### config.mk
export PLATFORM = sky130hd
export DESIGN_NAME = div_arbiter
export DESIGN_NICKNAME = d
export VERILOG_FILES = /design/src/rtl/div_arbiter.sv
export SDC_FILE = /design/constraint.sdc
export NUM_CORES = 1
export LEC_CHECK = 0
export CAP_MARGIN = 20
export CORE_UTILIZATION = 55
export CTS_CLUSTER_DIAMETER = 80
export CTS_CLUSTER_SIZE = 10
export DETAILED_ROUTE_END_ITERATION = 7
export GPL_TIMING_DRIVEN = 0
export PLACE_DENSITY = 0.91
export SLEW_MARGIN = 20
export SYNTH_ARGS = -nofsm -noshare
export SYNTH_HDL_FRONTEND = slang
export SYNTH_SLANG_ARGS = --single-unit
export TNS_END_PERCENT = 5
### constraint.sdc
create_clock -name clk_i -period 5.8 [get_ports clk_i]
set_input_delay 0.87 -clock clk_i [delete_from_list [all_inputs] [get_ports clk_i]]
set_output_delay 0.87 -clock clk_i [all_outputs]
set_load 0.01 [all_outputs]
### src/rtl/div_arbiter.sv
// div_arbiter: shares one iterative 32-bit radix-2 restoring divider between
// two requesters (bit0 = integer execute, bit1 = FPU).
//
// Ports
//   clk_i, reset_i            clock, synchronous active-high reset
//   req_valid_i/req_ready_o   per-requester request handshake
//   r0_*/r1_*                 operands and op (bit0 = unsigned, bit1 = remainder)
//   cancel_i                  per-requester abort of the in-flight op
//   rsp_valid_o/rsp_ready_i   one-hot (owner) response handshake
//   rsp_data_o                shared result register
//   busy_o                    high whenever the FSM is not IDLE
//
// Timing: accept edge A loads operands, RUN steps on edges A+1..A+32, FIX
// registers the result on A+33, and the response is held in RESP from then
// on, so it is first sampled valid on edge A+34.
module div_arbiter (
   input  logic        clk_i,
   input  logic        reset_i,
   input  logic [1:0]  req_valid_i,
   output logic [1:0]  req_ready_o,
   input  logic [31:0] r0_dividend_i,
   input  logic [31:0] r0_divisor_i,
   input  logic [1:0]  r0_op_i,
   input  logic [31:0] r1_dividend_i,
   input  logic [31:0] r1_divisor_i,
   input  logic [1:0]  r1_op_i,
   input  logic [1:0]  cancel_i,
   output logic [1:0]  rsp_valid_o,
   input  logic [1:0]  rsp_ready_i,
   output logic [31:0] rsp_data_o,
   output logic        busy_o
);

   typedef enum logic [1:0] {IDLE, RUN, FIX, RESP} state_t;

   state_t      state_q, state_d;
   logic        owner_q, owner_d;
   logic        last_q,  last_d;     // requester served last; 1 after reset so r0 wins a tie
   logic [1:0]  op_q,    op_d;
   logic        neg_q,   neg_d;
   logic [4:0]  cnt_q,   cnt_d;
   logic [31:0] rem_q,   rem_d;
   logic [31:0] quo_q,   quo_d;      // dividend shifts out MSB-first, quotient shifts in
   logic [31:0] dvs_q,   dvs_d;
   logic [31:0] data_q,  data_d;

   logic        gnt_any, gnt_id, accept, own_cancel, consume;
   logic [31:0] sel_a, sel_b, mag_a, mag_b, res;
   logic [1:0]  sel_op;
   logic        sel_signed;
   logic [32:0] shifted, diff;

   // ---------------- grant / handshake decode ----------------
   always_comb begin
      gnt_any = |req_valid_i;
      case (req_valid_i)
         2'b01:   gnt_id = 1'b0;
         2'b10:   gnt_id = 1'b1;
         default: gnt_id = ~last_q;   // tie: whoever was not served last
      endcase
      accept     = (state_q == IDLE) && gnt_any;
      own_cancel = cancel_i[owner_q];
      consume    = (state_q == RESP) && rsp_ready_i[owner_q];
   end

   // Operand selection and magnitude for the requester being granted
   always_comb begin
      sel_a      = gnt_id ? r1_dividend_i : r0_dividend_i;
      sel_b      = gnt_id ? r1_divisor_i  : r0_divisor_i;
      sel_op     = gnt_id ? r1_op_i       : r0_op_i;
      sel_signed = ~sel_op[0];
      mag_a      = (sel_signed && sel_a[31]) ? -sel_a : sel_a;
      mag_b      = (sel_signed && sel_b[31]) ? -sel_b : sel_b;
   end

   // One restoring step: a non-negative trial difference sets the quotient bit.
   // shifted < 2*divisor, so the 33-bit difference sign is exact.
   always_comb begin
      shifted = {rem_q, quo_q[31]};
      diff    = shifted - {1'b0, dvs_q};
      res     = op_q[1] ? rem_q : quo_q;
   end

   // ---------------- FSM: state register ----------------
   always_ff @(posedge clk_i) begin
      if (reset_i) state_q <= IDLE;
      else         state_q <= state_d;
   end

   // ---------------- FSM: next state ----------------
   always_comb begin
      state_d = state_q;
      case (state_q)
         IDLE: if (accept) state_d = RUN;
         RUN: begin
            if (own_cancel)       state_d = IDLE;
            else if (cnt_q == '0) state_d = FIX;
         end
         FIX:  state_d = own_cancel ? IDLE : RESP;
         RESP: if (consume || own_cancel) state_d = IDLE;
         default: state_d = IDLE;
      endcase
   end

   // ---------------- FSM: outputs ----------------
   always_comb begin
      req_ready_o = 2'b00;
      rsp_valid_o = 2'b00;
      if (!reset_i && state_q == IDLE && gnt_any) req_ready_o = {gnt_id, ~gnt_id};
      if (!reset_i && state_q == RESP)            rsp_valid_o = {owner_q, ~owner_q};
      busy_o     = (state_q != IDLE);
      rsp_data_o = data_q;
   end

   // ---------------- datapath next values ----------------
   always_comb begin
      owner_d = owner_q;
      last_d  = last_q;
      op_d    = op_q;
      neg_d   = neg_q;
      cnt_d   = cnt_q;
      rem_d   = rem_q;
      quo_d   = quo_q;
      dvs_d   = dvs_q;
      data_d  = data_q;
      case (state_q)
         IDLE: if (accept) begin
            owner_d = gnt_id;
            op_d    = sel_op;
            // divide-by-zero quotient must stay all-ones, so no sign there
            neg_d   = sel_op[1] ? (sel_signed & sel_a[31])
                                : (sel_signed & (sel_a[31] ^ sel_b[31]) & (|sel_b));
            cnt_d   = 5'd31;
            rem_d   = '0;
            quo_d   = mag_a;
            dvs_d   = mag_b;
         end
         RUN: begin
            cnt_d = cnt_q - 5'd1;
            rem_d = diff[32] ? shifted[31:0] : diff[31:0];
            quo_d = {quo_q[30:0], ~diff[32]};
         end
         FIX:  if (!own_cancel) data_d = neg_q ? -res : res;
         RESP: if (consume) last_d = owner_q;   // consume wins over a same-edge cancel
         default: ;
      endcase
   end

   always_ff @(posedge clk_i) begin
      if (reset_i) begin
         owner_q <= 1'b0;
         last_q  <= 1'b1;
         op_q    <= '0;
         neg_q   <= 1'b0;
         cnt_q   <= '0;
         rem_q   <= '0;
         quo_q   <= '0;
         dvs_q   <= '0;
         data_q  <= '0;
      end else begin
         owner_q <= owner_d;
         last_q  <= last_d;
         op_q    <= op_d;
         neg_q   <= neg_d;
         cnt_q   <= cnt_d;
         rem_q   <= rem_d;
         quo_q   <= quo_d;
         dvs_q   <= dvs_d;
         data_q  <= data_d;
      end
   end

endmodule

==> reports/metrics.yaml <==
status: "finished, final reports clean"
ios: 177
antenna_found_initial: 0
fin_setup_tns_ns: 0
cp_top_family: "buffers and inverters"
clock_latency_ns: 0.43
clock-sinks: 139
power_mw: 5.67
post_drt_wl_per_cell_um: 18.7
htreeDepth: 4
overflow: 0
avgSynthCellArea_um2: 7.47
vias: 11600
wl_met2_um: 16700
finalWorstSetupSlack_ns: 0.194
synthFlopType: "dfxtp_1"
pre_cts_ws_ns: -0.271
holdPathEnd: "dvs_q[18]"
relSlewSlack: 0.426
start_util: 0.570
wl_met3_um: 3100
die_w_um: 142
synth_edf_count: 0
max_stage_delay_ns: 0.49
rr_worst_depth: 15
path_cells: "clkdlybuf4s50_1 -> inv_1 -> ha_1 -> and2_1 -> buf_6 -> nor2_2 -> buf_8 -> buf_4 -> buf_4 -> buf_2 -> clkbuf_4 -> mux2i_1 -> ha_1 -> nand4bb_4 -> nor3b_4 -> o2111ai_1 -> nor4b_2 -> nand4_1 -> a22o_1"
worst_pin_slew_ns: 0.861
grt_pass1_vias: 11000
finalHoldViolCount: 0
routed.top_layer: "met4"
slew_viol_final: 0
vdd_ir_drop_max_v: 0.000294
p_leak_nw: 5.29
ys_seq_elements: 139
area_growth_pct: 24.5
power_density_nw_per_um2: 421
drcViolationCount: 0
post-dp-hpwl_um: 28600
cp-end-kind: "register"
gp_congestion: 0.990
ant_nets: 0
ctsLongestPathBuffers: 2
start_kind: "primary input"
async_flop_share: 0
synth_nets: 1627
crit_fanout: 10
syn_inst: 1447
grt_pass1_wl_um: 56600
final_net_count: 1823
r2r-start: "last_q"
m1WireLength_um: 14600
drive_gt1_frac: 0.0580
min_from: "dvs_q[18]"
dr.pass1.iters: 6
cts.clk_slew.worst_paths_ns: 0.06
die_area_um2: 20200
fmax_ghz: 0.178
min-delay-path-class: "register to register"
finalSetupViolations: 0
cts_tree: "done"
core_um2: 19000
r2r_setup_slack_ns: 1.23
crit_required_ns: 6.09
crit_buf_inv: 8
numPortBuffers: 176
yosysSeqAreaShare: 0.257
cts-buffers-inserted: 17
rsz0062_at_grt: "no"
syn_area_um2: 10800
clock_skew_ns: 0.0142
n_antenna_cell: 0
drtIter0Drc: 1110
routed_via_density: 6.07
grt_use_total: 0.359
grt_max_degree: 17
min_period_ns: 5.61
crit_start: "req_valid_i[1]"
die_height_um: 142
rr_endpoint: "neg_q"
finalCritPeriodShare: 0.967
root_buffer: "clkbuf_16"
yosysUniqueCellTypes: 82
critical_path_class: "primary input to register"
wirelength_um: 35900
maxCapViolCount: 0
rows: 50
yosys_warnings: 0
hold_buffers: 0
cp_data_arrival_time_ns: 5.90
crit_path_top_delay_cell: "clkdlybuf4s50_1"
hold_depth: 2
==> worst max-delay path by stage <==
stage                        to  slack, ns  cells past startpoint
after floorplan           neg_q       1.16                     18
after detailed placement  neg_q      -0.27                     19
final                     neg_q       0.19                     19
after global routing      neg_q       0.01                     19
after CTS                 neg_q       0.17                     19
after global placement    neg_q      -0.23                     19
==> logic make-up after synthesis <==
logic type               count (synthesis)  share of synthesized area
buffers and inverters                  135                     0.0534
flip-flops                             139                      0.257
AO/OA/AOI/OAI                          408                      0.226
AND/OR/NAND/NOR                        519                      0.230
multiplexers                           101                      0.101
XOR/XNOR                               105                     0.0851
adder cells (fa/ha/maj)                 40                     0.0470
==> stage by stage <==
step	area [µm²]	hold slack (ns)	cells	util
after detailed placement	12900	0.449	1883	0.680
after global placement	12900	0.437	1883	0.680
final	13500	0.457	1916	0.710
after CTS	13400	0.457	1915	0.710
after floorplan	10800	0.425	1447	-
after global routing	13500	0.479	1916	0.710
==> timing repair <==
action	CTS	global route
setup buffers	0	1
resized for setup	0	1
endpoints found under the setup margin	0	1
==> layout make-up <==
| class | count | area (µm²) |
|---|---|---|
| Inverter | 45 | 169 |
| Timing Repair Buffer | 177 | 1770 |
| Sequential cell | 139 | 2780 |
| Tap cell | 260 | 325 |
| Clock inverter | 15 | 126 |
| Multi-Input combinational cell | 1173 | 7450 |
| Clock buffer | 17 | 425 |
| Fill cell | 1547 | 5500 |
| Buffer | 90 | 410 |
==> cell usage after synthesis (5+ instances only) <==
cell,number,area (µm²)
mux2i_1,87,871
nor2b_1,6,37.5
and3_1,11,68.8
xnor2_1,77,674
a21o_1,8,60.1
o21ai_1,59,295
ha_1,39,488
a211oi_1,10,75.1
mux2_2,6,67.6
dfxtp_1,139,2780
o21ai_0,44,220
nand2b_1,11,68.8
mux2i_4,5,113
or2_2,5,31.3
nand2_1,175,657
o211ai_1,11,82.6
a31oi_1,15,93.8
a22oi_1,27,203
and2_1,11,68.8
inv_1,45,169
nor4_1,11,68.8
clkbuf_1,50,188
nand4_1,13,81.3
nor2_1,144,541
nor3_1,47,235
xor2_1,28,245
buf_1,13,48.8
or3_1,20,125
o21a_1,6,45.0
o22ai_1,5,31.3
o31ai_1,15,113
nand3_1,20,100
nor3b_1,13,97.6
a21oi_1,166,831
buf_2,20,100
or4_1,5,37.5
==> power breakdown <==
part	internal, mW	total, mW	leakage, nW	switching [mW]
logic	1.35	3.30	3.88	1.95
registers	1.11	1.33	1.14	0.221
clock network	0.562	1.04	0.275	0.473
total	3.02	5.67	5.29	2.65
==> metal layers <==
layer / vias to the layer above / track usage
li1: 5556 / -
met1: 5298 / 0.448
met2: 669 / 0.605
met3: 98 / 0.0511
met4: 0 / 0.176
met5: - / 0
==> flip-flops by register name, indices dropped and copies added (netlist names) <==
signal / flops
dvs_q: 32
quo_q: 32
rem_q: 32
rsp_data_o: 32
cnt_q: 5
state_q: 2
last_q: 1
neg_q: 1
op_q: 1
owner_q: 1
==> layout by cell type, fill, tap and decap left out, types with 15 or more instances in the layout <==
master | Yosys | layout
buf_2 | 20 | 19
a31oi_1 | 15 | 15
a21oi_1 | 166 | 166
or3_1 | 20 | 20
xor2_1 | 28 | 28
ha_1 | 39 | 39
o31ai_1 | 15 | 15
nand3_1 | 20 | 20
nand2_1 | 175 | 175
nor2_1 | 144 | 144
clkdlybuf4s50_1 | 0 | 176
nor3_1 | 47 | 47
o21ai_0 | 44 | 44
a22oi_1 | 27 | 27
mux2i_1 | 87 | 87
o21ai_1 | 59 | 59
dfxtp_1 | 139 | 139
clkbuf_1 | 50 | 50
xnor2_1 | 77 | 77
clkbuf_16 | 0 | 17
inv_1 | 45 | 45
==> worst reg2reg max path, cell delays in order, from the launching register on <==
cell,delay (ns)
dfxtp_1,0.42
nor2_2,0.12
nor2_2,0.19
buf_8,0.21
buf_4,0.25
buf_4,0.28
buf_2,0.35
clkbuf_4,0.35
mux2i_1,0.36
ha_1,0.33
nand4bb_4,0.18
nor3b_4,0.34
o2111ai_1,0.23
nor4b_2,0.38
nand4_1,0.14
a22o_1,0.29
Power figures use the tool's default switching activity.
